## config.mk

```make
export PLATFORM = sky130hd
export DESIGN_NAME = sorted_array_loader
export DESIGN_NICKNAME = d
export VERILOG_FILES = /design/src/rtl/sorted_loader_pkg.sv /design/src/rtl/sorted_loader_ctrl.sv /design/src/rtl/sorted_array_loader.sv
export SDC_FILE = /design/constraint.sdc
export NUM_CORES = 1
export LEC_CHECK = 0
export BUFFER_PORTS_ARGS = -buffer_cell sky130_fd_sc_hd__buf_2
export CORE_MARGIN = 5
export CORE_UTILIZATION = 45
export CTS_BUF_LIST = sky130_fd_sc_hd__clkbuf_8
export DETAILED_ROUTE_END_ITERATION = 10
export PLACE_DENSITY_LB_ADDON = 0.15
export SYNTH_ARGS = -nofsm -noshare
export SYNTH_HDL_FRONTEND = slang
export SYNTH_SLANG_ARGS = --single-unit
export TNS_END_PERCENT = 5
```

## constraint.sdc

```tcl
create_clock -name clk -period 2.99 [get_ports clk]
set_input_delay 0 -clock clk [delete_from_list [all_inputs] [get_ports clk]]
set_output_delay 0 -clock clk [all_outputs]
set_load 0.005 [all_outputs]
```

## src/rtl/sorted_loader_pkg.sv

```systemverilog
// Shared defaults and FSM state encoding for the sorted-array loader.
package sorted_loader_pkg;
    localparam int DEPTH_DEF = 32;
    localparam int AW_DEF    = 5;
    localparam int DW_DEF    = 8;

    typedef enum logic [1:0] {
        IDLE,
        READ,
        CMP,
        PLACE
    } state_t;
endpackage

```

## src/rtl/sorted_loader_ctrl.sv

```systemverilog
// Insertion FSM: walks the hole down from the top of the sorted prefix and
// produces the RAM write enable plus address/data mux selects for the top.
module sorted_loader_ctrl
    import sorted_loader_pkg::*;
(
    input  logic clk,
    input  logic reset,
    input  logic start,          // accepted transfer into a non-full array
    input  logic empty,          // count == 0 at the time of the transfer
    input  logic gt,             // ram_q > val
    input  logic hole_at_one,    // idx == 1, so this shift reaches slot 0
    output logic idle,
    output logic busy,
    output logic shift,
    output logic place,
    output logic ram_wren,
    output logic sel_addr_m1,
    output logic sel_addr_hole,
    output logic sel_data_q,
    output logic sel_data_val
);
    state_t state, next_state;

    // NOTE: sequential state uses non-blocking assignments only, so every
    // flop samples the pre-edge values of its neighbours.
    always_ff @(posedge clk) begin
        if (reset) state <= IDLE;
        else       state <= next_state;
    end

    // NOTE: every output gets a default before the case so no path through
    // this block leaves a signal unassigned and infers a latch.
    always_comb begin
        next_state    = state;
        ram_wren      = 1'b0;
        sel_addr_m1   = 1'b0;
        sel_addr_hole = 1'b0;
        sel_data_q    = 1'b0;
        sel_data_val  = 1'b0;
        shift         = 1'b0;
        place         = 1'b0;
        case (state)
            IDLE: begin
                if (start) next_state = empty ? PLACE : READ;
            end
            READ: begin
                sel_addr_m1 = 1'b1;
                next_state  = CMP;
            end
            CMP: begin
                if (gt) begin
                    // Move the larger neighbour up into the hole.
                    sel_addr_hole = 1'b1;
                    sel_data_q    = 1'b1;
                    ram_wren      = 1'b1;
                    shift         = 1'b1;
                    next_state    = hole_at_one ? PLACE : READ;
                end else begin
                    next_state = PLACE;
                end
            end
            PLACE: begin
                sel_addr_hole = 1'b1;
                sel_data_val  = 1'b1;
                ram_wren      = 1'b1;
                place         = 1'b1;
                next_state    = IDLE;
            end
            default: next_state = IDLE;
        endcase
    end

    assign idle = (state == IDLE);
    assign busy = (state != IDLE);
endmodule

```

## src/rtl/sorted_array_loader.sv

```systemverilog
// Insertion-sort writer for the sorted-array RAM shared with the searcher.
// Optional feature: define SORTED_LOADER_OVF_EN to drop inserts into a full
// array and raise the sticky ovf flag instead of back-pressuring.
module sorted_array_loader #(
    parameter int DEPTH = sorted_loader_pkg::DEPTH_DEF,
    parameter int AW    = sorted_loader_pkg::AW_DEF,
    parameter int DW    = sorted_loader_pkg::DW_DEF
) (
    input  logic          clk,
    input  logic          reset,
    input  logic [DW-1:0] in_data,
    input  logic          in_valid,
    output logic          in_ready,
    input  logic          clear,
    output logic [AW-1:0] ram_addr,
    output logic [DW-1:0] ram_data,
    output logic          ram_wren,
    input  logic [DW-1:0] ram_q,
    output logic [AW:0]   count,
    output logic          full,
    output logic          busy,
    output logic          ovf
);
    localparam logic [AW:0] FULL_COUNT = (AW + 1)'(DEPTH);

    logic [DW-1:0] val;
    logic [AW:0]   idx;
    logic [AW:0]   hole_m1;
    logic          idle, shift, place, start, xfer, clear_ok;
    logic          sel_addr_m1, sel_addr_hole, sel_data_q, sel_data_val;

    assign full     = (count == FULL_COUNT);
`ifdef SORTED_LOADER_OVF_EN
    assign in_ready = idle;
`else
    assign in_ready = idle && !full;
`endif
    assign xfer     = in_valid && in_ready;
    assign start    = xfer && !full;
    assign clear_ok = idle && clear && !xfer;
    // Only consumed in READ/CMP, where idx >= 1 always holds.
    assign hole_m1  = idx - 1'b1;

    sorted_loader_ctrl u_ctrl (
        .clk          (clk),
        .reset        (reset),
        .start        (start),
        .empty        (count == '0),
        .gt           (ram_q > val),
        .hole_at_one  (idx == (AW + 1)'(1)),
        .idle         (idle),
        .busy         (busy),
        .shift        (shift),
        .place        (place),
        .ram_wren     (ram_wren),
        .sel_addr_m1  (sel_addr_m1),
        .sel_addr_hole(sel_addr_hole),
        .sel_data_q   (sel_data_q),
        .sel_data_val (sel_data_val)
    );

    assign ram_addr = sel_addr_m1   ? hole_m1[AW-1:0] :
                      sel_addr_hole ? idx[AW-1:0]     : '0;
    assign ram_data = sel_data_q    ? ram_q :
                      sel_data_val  ? val   : '0;

    // NOTE: the RAM itself is never reset or wiped; count alone defines
    // which prefix of it is meaningful.
    always_ff @(posedge clk) begin
        if (reset) begin
            count <= '0;
            val   <= '0;
            idx   <= '0;
        end else begin
            if (start) begin
                val <= in_data;
                idx <= count;
            end else if (clear_ok) begin
                count <= '0;
            end
            if (shift) idx   <= hole_m1;
            if (place) count <= count + 1'b1;
        end
    end

`ifdef SORTED_LOADER_OVF_EN
    logic ovf_r;
    always_ff @(posedge clk) begin
        if (reset)              ovf_r <= 1'b0;
        else if (xfer && full)  ovf_r <= 1'b1;
        else if (clear_ok)      ovf_r <= 1'b0;
    end
    assign ovf = ovf_r;
`else
    assign ovf = 1'b0;
`endif
endmodule

```

# Yosys cells after proc, flatten, opt, wreduce, memory -nomap -nowiden
# Cells that the tools add are included.
dict set report totals {
  out_inout_bits 24
  latchBits 0
  in_bits 20
  ff_bits 22
  mem_bits_rw 0
  n_memories 0
  wordCells 46
  rom_bits 0
}
dict set report op_classes {
  magnitude_cmp 1
  multipliers 0
  mux 19
  n_addsub 2
  reduce_logical 13
  eq_ne 7
  shifts 0
  div_mod_pow 0
  bitwise 0
}
# operator count
set ops {}
lappend ops {{$mux W6} 5}
lappend ops {{$mux W8} 2}
lappend ops {{$mux W5} 2}
lappend ops {{$gt A8 B8 Y1} 1}
lappend ops {{$mux W2} 4}
lappend ops {{$pmux W2 S4} 1}
lappend ops {{$add A6 B1 Y6 const B} 1}
lappend ops {{$eq A6 B1 Y1 const B} 1}
lappend ops {{$eq A6 B6 Y1 const B} 1}
lappend ops {{$logic_not A6 Y1} 1}
lappend ops {{$reduce_bool A2 Y1} 3}
lappend ops {{$sub A6 B1 Y6 const B} 1}
lappend ops {{$logic_and A1 B1 Y1} 5}
lappend ops {{$eq A2 B2 Y1 const B} 2}
lappend ops {{$mux W1} 4}
lappend ops {{$ne A2 B1 Y1 const B} 2}
lappend ops {{$eq A2 B1 Y1 const B} 1}
lappend ops {{$logic_not A1 Y1} 2}
lappend ops {{$logic_not A2 Y1} 1}
lappend ops {{$pmux W1 S2} 1}
lappend ops {{$reduce_and A2 Y1} 1}

# Longest topological paths before layout
# Gate-level depths: netlist of run 1.
dict set report logic_depth {
  ltp_word 9
  depth_mapped 9
  depth_no_buf 8
}

# Modules after synthesis
# From an unflattened synthesis of run 1, not the netlist that was laid out.
dict set report unflattened {
  cells_unflattened 200
  hier_area_um2 1540.2
}
# module area_each_um2 instances seq_area_each_um2 cells_each
set modules_own_cells {}
lappend modules_own_cells {sorted_array_loader 1400.1 1 400.4 183}
lappend modules_own_cells {sorted_loader_ctrl 140.1 1 40.0 17}

# Least setup slack after synthesis of run 1
# Ideal clock, no wire load.
dict set report synth_path {
  path_type {register -> register}
  start {register val[1]}
  end {register idx[2]}
  stages_incl_launch_ff 9
  setup_ps 75
  setup_slack_ps 1108
  arrival_ps 1807
  period_less_slack_ps 1882
  required_time_ps 2915
  n_path_buf 0
  cell_sequence {dfxtp_1 -> inv_1 -> ha_1 -> nor2b_1 -> o211ai_1 -> a21oi_1 -> o211ai_2 -> mux2_2 -> o22ai_1}
}
dict set report synth_between {
  elab_chain_len 4
  word_cells_on_any_way 5
  cone_classes {1 x order compare; 3 x mux; 1 x reduce/logical}
}
# item line
set synth_rtl {}
lappend synth_rtl {{from (decl)} sorted_array_loader.sv:26} ;# logic [DW-1:0] val;
lappend synth_rtl {{from (signal assigned)} sorted_array_loader.sv:76} ;# val <= in_data;
lappend synth_rtl {{$gt A8 B8 Y1 (*)} sorted_array_loader.sv:49} ;# .gt (ram_q > val),
lappend synth_rtl {{$mux W1 (*)} sorted_loader_ctrl.sv:51} ;# if (gt) begin
lappend synth_rtl {{$mux W1 (*)} sorted_loader_ctrl.sv:42} ;# case (state)
lappend synth_rtl {{$mux W6 / $reduce_bool A2 Y1 (equally long branches)} -}
lappend synth_rtl {{to (signal assigned)} sorted_array_loader.sv:77} ;# idx <= count;
lappend synth_rtl {{to (signal assigned)} sorted_array_loader.sv:81} ;# if (shift) idx <= hole_m1;
lappend synth_rtl {{to (decl)} sorted_array_loader.sv:27} ;# logic [AW:0] idx;
# Mark *: on every way between the ends. The rest lies on a longest branch, timed or not.
# A chain may end at the register's enable or synchronous reset.

# Worst setup path in the final report of run 1
dict set report layout_path {
  start {register val[1]}
  end {output port ram_addr[0]}
}
dict set report layout_between {
  elab_chain_len 5
}
# item line
set layout_rtl {}
lappend layout_rtl {{$gt A8 B8 Y1} sorted_array_loader.sv:49}
lappend layout_rtl {{$mux W1} sorted_loader_ctrl.sv:51}
lappend layout_rtl {{$pmux W1 S2} sorted_loader_ctrl.sv:42}
lappend layout_rtl {{$mux W5} sorted_array_loader.sv:63} ;# sel_addr_hole ? idx[AW-1:0] : '0;
lappend layout_rtl {{$mux W5} sorted_array_loader.sv:62} ;# assign ram_addr = sel_addr_m1 ? hole_m1[AW-1:0] :
lappend layout_rtl {{to (decl)} sorted_array_loader.sv:15} ;# output logic [AW-1:0] ram_addr,
# No other way between the ends.

==> impl_metrics.ini, run 1 <==
[global_route]
antenna_found_initial = 0
first_global_vias = 1453
grt_max_degree = 24
grt_pass1_wl_mm = 6.36
grt_overflow_total = 0
grt_use_total_pct = 17.9

[floorplanning]
die_x_um = 67.5
design.portCount = 44
core_area_mm2 = 0.00310
start_util_pct = 48.0
dieArea_mm2 = 0.00456
die_h_um = 67.5
num_rows = 20

[placement]
dpl_cell_area_mm2 = 0.00172
portBuffers = 42
place_congestion = 0.866
place_hpwl_mm = 2.87
dp_slack_ps = 886

[synth]
yosys.area.top_type = dfxtp_1
yosys-top-cells-area = dfxtp_1 30%, ha_1 10%, nor2_1 6.6%, a21oi_1 5.7%, a22o_1 4.1%
synth_cell_types = 42
syn_area_mm2 = 0.00149
netlist.area_leader.share_pct = 29.6
synthCells = 188
syn_nets = 220
ys_seq_area_share_pct = 29.6
synth_seq_cells = 22
ys_warn_count = 0
postSynthAreaPerCell_um2 = 7.92

[routing]
drtIter0Drc = 125
drt-wirelength-per-cell_um = 13.9
m1WireLength_mm = 1.68
drc_errors = 0
met3_length_um = 264
wl_met2_mm = 1.90
highest_layer = met4
via_count = 1517
wl_mm = 3.87
postRouteAntennaNets = 0
viasPerCell = 5.46
first_pass_iters = 4

[power]
leakagePower_nw = 0.847
ir_drop_mv = 0.397
power.density_mw_per_mm2 = 514

[setup_path]
endpoint_kind = output port
crit_slowest_cell = dfxtp_1
critical_path_required_ps = 2990
cpMostUsedCell = o21a_1
rrSetupSlack_ps = 850
worstSetupPathType = flop to output port
startpoint_type = flop
crit_chain = inv_1 -> ha_1 -> nor2b_1 -> o211ai_1 -> a21oi_1 -> o21a_1 -> o21a_1 -> mux2_2 -> buf_2
cp.arrival_ps = 2260
crit_fanout = 5
critPathMaxStageDelay_ps = 340

[clock_tree]
cts_inserted_buffers = 3
cts_resized = 0
cts_tree = yes
cts_buffer_depth = 2
htree_levels = 1
clock_sinks = 22
post-cts-setup-buffers = 0
insertion_delay_ps = 270
clk_pin_slew_ps = 90
ctsRootBufferMaster = clkbuf_8

[hold_path]
hold_path.class = primary input to flop

[outcome]
outcome = finished clean

[layout]
drive_gt1_share_pct = 23.5
utilization_pct = 60.2
area_growth_pct = 25.5
final_nets = 267
n_fill_cell = 297
antenna_cells = 0
design_area_mm2 = 0.00187

[sta]
setup_ws_ps = 726
finClkSkew_ps = 2.34
hold_viol_final = 0
fin_crit_ps = 2260
fin_crit_sh_pct = 75.7
setup_viol = 0
max_freq_mhz = 442
rsz0062_at_grt = no
slew_violations = 0
final.setup.tns_ps = 0

[run]
cap_violations = 0
-- cells by family after synthesis --
family,count (synthesis),synth area share (%)
and+or+nand+nor,68,22.6
AOI/OAI and AO/OA,52,25.3
buffers and inverters,25,6.97
DFF,22,29.6
adders and majority gates,12,10.1
xor gates and xnor gates,4,2.35
muxes,4,2.86
other,1,0.252
-- cells in the mapped netlist (all sizes together) --
master   count
nor2        27
dfxtp       22
a21oi       17
inv         16
ha          12
nand2        9
a22o         7
nand3        7
clkbuf       5
nand2b       5
nand4        5
nor2b        5
o211ai       5
a22oi        4
buf          4
o21ai        4
and2         3
o22ai        3
or3          3
xor2         3
mux2         2
mux2i        2
o21a         2
a2111oi      1
a211oi       1
a2bb2oi      1
a31o         1
a31oi        1
a32oi        1
and3         1
conb         1
nor3         1
nor4b        1
o211a        1
o2bb2ai      1
o311ai       1
o32ai        1
or2          1
xnor2        1
-- cell usage in the layout (no fill, tap or decap), types with 3 or more instances in the layout --
master         synthesis  routed
buf_2                  2      42
nor2_1                26      26
dfxtp_1               22      22
a21oi_1               17      17
inv_1                 16      16
ha_1                  12      12
nand2_1                9       9
dlygate4sd3_1          0       8
a22o_1                 7       7
nand3_1                7       7
nor2b_1                5       5
nand4_1                5       5
nand2b_1               5       5
o211ai_1               4       4
o21ai_0                4       4
a22oi_1                4       4
and2_1                 3       3
or3_1                  3       3
o22ai_1                3       3
xor2_1                 3       3
clkbuf_8               0       3
-- worst paths after layout --
path	from	endpoint	cells past startpoint
min	clear	count[5]	3
min reg2reg	val[0]	val[0]	2
max	val[1]	ram_addr[0]	9
max reg2reg	val[1]	idx[2]	8
-- power by group --
part	internal [W]	switching, W	leakage [nW]	total (W)
registers	0.000319	0.0000380	0.179	0.000357
clock network	0.000179	0.000106	0.0357	0.000285
logic	0.000141	0.000176	0.632	0.000317
total	0.000639	0.000321	0.847	0.000960
-- metal layers --
layer | global-route usage (%) | vias to the layer above
met5 | 0 | -
met4 | 5.32 | 0
met3 | 2.83 | 4
met2 | 31.8 | 56
met1 | 21.8 | 694
li1 | - | 763
-- registers in the layout, indices dropped and copies added (netlist names) --
register and cells:
count 6, val 8, idx 6, u_ctrl.state 2
-- through the flow --
step	power [W]	hold WS [ps]	std cells
after CTS	0.000962	83.9	278
final	0.000960	86.9	278
after global routing	0.00102	112	278
after floorplan	0.000575	116	188
after global placement	0.000662	227	266
after detailed placement	0.000670	234	266
-- final cells by class --
class	count	area, um2	area share [%]
Sequential cell	22	440	23.6
Multi-Input combinational cell	141	945	50.5
Clock buffer	3	41.3	2.21
Tap cell	44	55.1	2.95
Inverter	16	60.1	3.21
Timing Repair Buffer	51	298	15.9
Clock inverter	1	30.0	1.61
-- worst max-delay path, delay by kind of cell, from the launching register on --
| kind | cells | cell delay, ps |
|---|---|---|
| AOI/OAI and AO/OA | 4 | 800 |
| muxes | 1 | 250 |
| buffers and inverters | 2 | 180 |
| DFF | 1 | 340 |
| adders and majority gates | 1 | 280 |
| and+or+nand+nor | 1 | 140 |
-- repair_timing --
item | in CTS | in global routing
setup endpoints to repair | 0 | 0
hold buffers | 8 | 0
endpoints found under the hold margin | 8 | 0
Power figures use the tool's default switching activity.
==> run 2, diff against run 1 <==
Clock period 2.99 ns to 2.2 ns, I/O delays scaled along.
==> impl_metrics.ini, run 2 (synthesized netlist as in run 1, its figures left out) <==
[outcome]
outcome = finished clean

[layout]
final_nets = 271
largest_reg_flops = 8
antenna_cells = 0
design_area_mm2 = 0.00193
area_growth_pct = 29.8
final_common_cell = buf_2
drive_gt1_share_pct = 27.3
layout_common_cells = 42 x buf_2, 26 x nor2_1, 21 x dfxtp_1, 16 x a21oi_1, 15 x inv_1
utilization_pct = 62.3
top_register = val
biggestRegsByFlops = val: 8 flops, count: 6 flops, idx: 6 flops

[floorplanning]
dieArea_mm2 = 0.00456
die_h_um = 67.5
design.portCount = 44
core_area_mm2 = 0.00310
start_util_pct = 48.0
num_rows = 20
die_x_um = 67.5

[placement]
place_hpwl_mm = 2.78
dpl_cell_area_mm2 = 0.00175
dp_slack_ps = 172
place_congestion = 0.807
portBuffers = 42

[sta]
fin_crit_sh_pct = 96.4
fin_crit_ps = 2120
hold_viol_final = 0
final.setup.tns_ps = 0
finClkSkew_ps = 1.00
setup_ws_ps = 78.6
setup_viol = 0
rsz0062_at_grt = yes
slew_violations = 0
max_freq_mhz = 471

[routing]
postRouteAntennaNets = 0
drt-wirelength-per-cell_um = 13.3
viasPerCell = 5.32
first_pass_iters = 4
via_count = 1501
wl_mm = 3.75
drtIter0Drc = 69
drc_errors = 0

[clock_tree]
insertion_delay_ps = 260
clock_sinks = 22
ctsRootBufferMaster = clkbuf_8
clk_pin_slew_ps = 90
cts_tree = yes
cts_inserted_buffers = 3
htree_levels = 1
cts_buffer_depth = 2

[setup_path]
startpoint_type = flop
worstSetupPathType = flop to output port
crit_chain = inv_1 -> ha_1 -> nand4_1 -> or2_4 -> o21a_2 -> o21a_1 -> mux2_2 -> buf_2
crit_fanout = 3
cp.arrival_ps = 2120
critical_path_required_ps = 2200
crit_slowest_cell = dfxtp_1
endpoint_kind = output port
critPathMaxStageDelay_ps = 340

[global_route]
first_global_vias = 1468
grt_max_degree = 26
grt_use_total_pct = 17.6
grt_overflow_total = 0
grt_pass1_wl_mm = 6.36
antenna_found_initial = 0

[power]
total_power_w = 0.00132
leakagePower_nw = 0.865
power.density_mw_per_mm2 = 684
ir_drop_mv = 0.388

[run]
cap_violations = 0

[hold_path]
hold_path.class = primary input to flop
==> run 2: cell types whose count changed in the layout (fill, tap and decap cells not counted), sizes merged <==
cell  delta
buf      +4
==> run 2: what timing repair did <==
action | 4_1_cts | 5_1_grt
setup endpoints to repair | 8 | 11
hold endpoints to repair | 8 | 0
buffers inserted | 0 | 1
hold buffers | 8 | 0
pin swaps | 1 | 2
gates resized for setup | 4 | 4
==> run 2: path summary, 6_finish.rpt <==
| check | startpoint | cells past startpoint | slack, ps | to |
|---|---|---|---|---|
| setup / recovery | val[7] | 8 | 80 | ram_addr[0] |
| hold / removal | clear | 3 | 110 | count[5] |
| setup reg to reg | val[1] | 8 | 200 | idx[2] |
| hold reg to reg | val[0] | 2 | 480 | val[0] |
==> run 2: power breakdown <==
part / leakage, nW / internal [W] / total [W] / switching (W)
Clock: 0.0357 / 0.000243 / 0.000382 / 0.000139
Combinational: 0.650 / 0.000211 / 0.000458 / 0.000247
Sequential: 0.180 / 0.000434 / 0.000483 / 0.0000486
==> run 2: final cells by class <==
cell class                 count  area (um2)
clock buffer                   3        41.3
clock inverter                 1        30.0
fill                         293        1170
inverter                      16        60.1
multi-input combinational    141         965
sequential                    22         442
tap                           44        55.1
timing repair buffer          55         340
==> run 2: per-stage QoR <==
| stage | std cells | hold WS [ps] |
|---|---|---|
| after floorplan | 188 | 116 |
| after global placement | 269 | 225 |
| after detailed placement | 269 | 234 |
| after CTS | 281 | 108 |
| after global routing | 282 | 120 |
| final | 282 | 112 |
==> run 2: worst max-delay path: cells and delay by family, from the launching register on <==
kind,cells,cell delay (ps)
multiplexers,1,260
adder cells (fa/ha/maj),1,310
AND/OR/NAND/NOR,2,440
buffers and inverters,2,170
flip-flops,1,340
AO/OA/AOI/OAI,2,330
==> run 2: per-layer routing <==
| layer | up-vias | track usage, % | share of wire, % |
|---|---|---|---|
| met5 | - | 0 | 0 |
| met4 | 0 | 3.29 | 0.29 |
| met3 | 2 | 2.16 | 4.7 |
| met2 | 36 | 33.2 | 51 |
| met1 | 694 | 21.1 | 44 |
| li1 | 769 | - | - |
==> run 3, diff against run 2 <==
Settings changed: CORE_ASPECT_RATIO set to 0.9.
==> impl_metrics.ini, run 3 (synthesized netlist as in run 1, its figures left out) <==
[sta]
rsz0062_at_grt = yes
setup_viol = 0
hold_viol_final = 0
max_freq_mhz = 479
slew_violations = 0
fin_crit_sh_pct = 95.0
finClkSkew_ps = 5.71
fin_crit_ps = 2090
final.setup.tns_ps = 0

[routing]
drt-wirelength-per-cell_um = 14.1
viasPerCell = 5.45
first_pass_iters = 4
via_count = 1547
postRouteAntennaNets = 0
drtIter0Drc = 93
wl_mm = 3.99
drc_errors = 0

[clock_tree]
insertion_delay_ps = 270
ctsRootBufferMaster = clkbuf_8
clk_pin_slew_ps = 80
htree_levels = 1
cts_buffer_depth = 2
cts_tree = yes
cts_inserted_buffers = 3
clock_sinks = 22

[placement]
dpl.cell_count = 268
place_hpwl_mm = 2.93
place_congestion = 0.842
portBuffers = 42

[floorplanning]
die_h_um = 64.6
die_x_um = 70.6
core_area_mm2 = 0.00311
dieArea_mm2 = 0.00456
num_rows = 19
design.portCount = 44
start_util_pct = 47.8

[setup_path]
cp-startpoint = val[7]
endpoint_kind = output port
cp.arrival_ps = 2090
worstSetupPathType = flop to output port
crit_fanout = 3
startpoint_type = flop
critical_path_required_ps = 2200
reg2reg_from = val[1]

[global_route]
grt_use_total_pct = 18.6
antenna_found_initial = 0
grt_max_degree = 24
first_global_vias = 1544
grt_pass1_wl_mm = 6.96
grt_overflow_total = 0

[layout]
final_common_cell = buf_2
area_growth_pct = 32.2
stdcell_count = 284
antenna_cells = 0
final_nets = 275
drive_gt1_share_pct = 31.4
biggestRegsByFlops = val: 8 flops, count: 6 flops, idx: 6 flops
n_fill_cell = 289
layout_common_cells = 42 x buf_2, 26 x nor2_1, 18 x dfxtp_1, 15 x inv_1, 15 x a21oi_1
top_register = val
largest_reg_flops = 8

[power]
leakagePower_nw = 0.878
ir_drop_mv = 0.373
total_power_w = 0.00126
power.density_mw_per_mm2 = 638

[hold_path]
hold_path.class = primary input to flop
min_from = clear

[run]
cap_violations = 0

[outcome]
outcome = finished clean
==> run 3: cell types whose count changed in the layout (fill, tap and decap cells not counted), moves of 2 or more <==
| cell | change |
|---|---|
| buf_4 | +5 |
| dfxtp_1 | -3 |
| dfxtp_2 | +3 |
| ha_1 | -2 |
| ha_4 | +2 |
==> run 3: final timing paths <==
path,endpoint,cells after the start,slack (ps)
worst max-delay path,ram_addr[0],8,110
worst min-delay path,count[5],3,90
worst max register to register,idx[2],8,220
worst min register to register,idx[0],2,510
==> run 3: final cells by class <==
class / count / area, um2 / share of cell area, %
timing repair buffer: 59 / 358 / 18.2
multi-input combinational: 141 / 997 / 50.7
clock buffer: 4 / 55.1 / 2.80
tap: 42 / 52.6 / 2.67
sequential: 22 / 445 / 22.6
inverter: 16 / 60.1 / 3.05
==> run 3: critical path, cell delays in order, from the launching register on <==
cell and delay [ps]:
dfxtp_2 330, inv_1 70, ha_4 280, nand4_1 150, or2_4 270, o21a_2 140, o21a_1 200, mux2_2 260
buf_2 120
==> run 3: power by group <==
group	internal, W	total [W]	switching, W
clock network	0.000160	0.000295	0.000135
logic	0.000221	0.000477	0.000255
registers	0.000435	0.000484	0.0000489
total	0.000816	0.00126	0.000439
==> run 3: what timing repair did <==
item / 4_1_cts / 5_1_grt
resized for setup: 5 / 10
endpoints found under the hold margin: 8 / 0
hold buffers: 8 / 0
pin swaps: 3 / 4
endpoints found under the setup margin: 8 / 12
setup buffers: 1 / 3
==> run 3: through the flow <==
step | util [%] | hold WS [ps] | worst slack [ps] | area, um2
final | 63.2 | 94.4 | 111 | 1970
after detailed placement | 56.0 | 234 | 152 | 1750
after global placement | 56.0 | 224 | 233 | 1750
after global routing | 63.2 | 104 | -6.78 | 1970
after CTS | 61.3 | 88.6 | 4.12 | 1910
after floorplan | - | 116 | 318 | 1490
==> run 3: metal layers <==
metal	vias to the layer above	wire length, um	GRT usage (%)
met5	-	0	0
met4	0	51	4.93
met3	8	196	4.64
met2	29	2000	34.5
met1	737	1740	21.3
li1	773	-	-
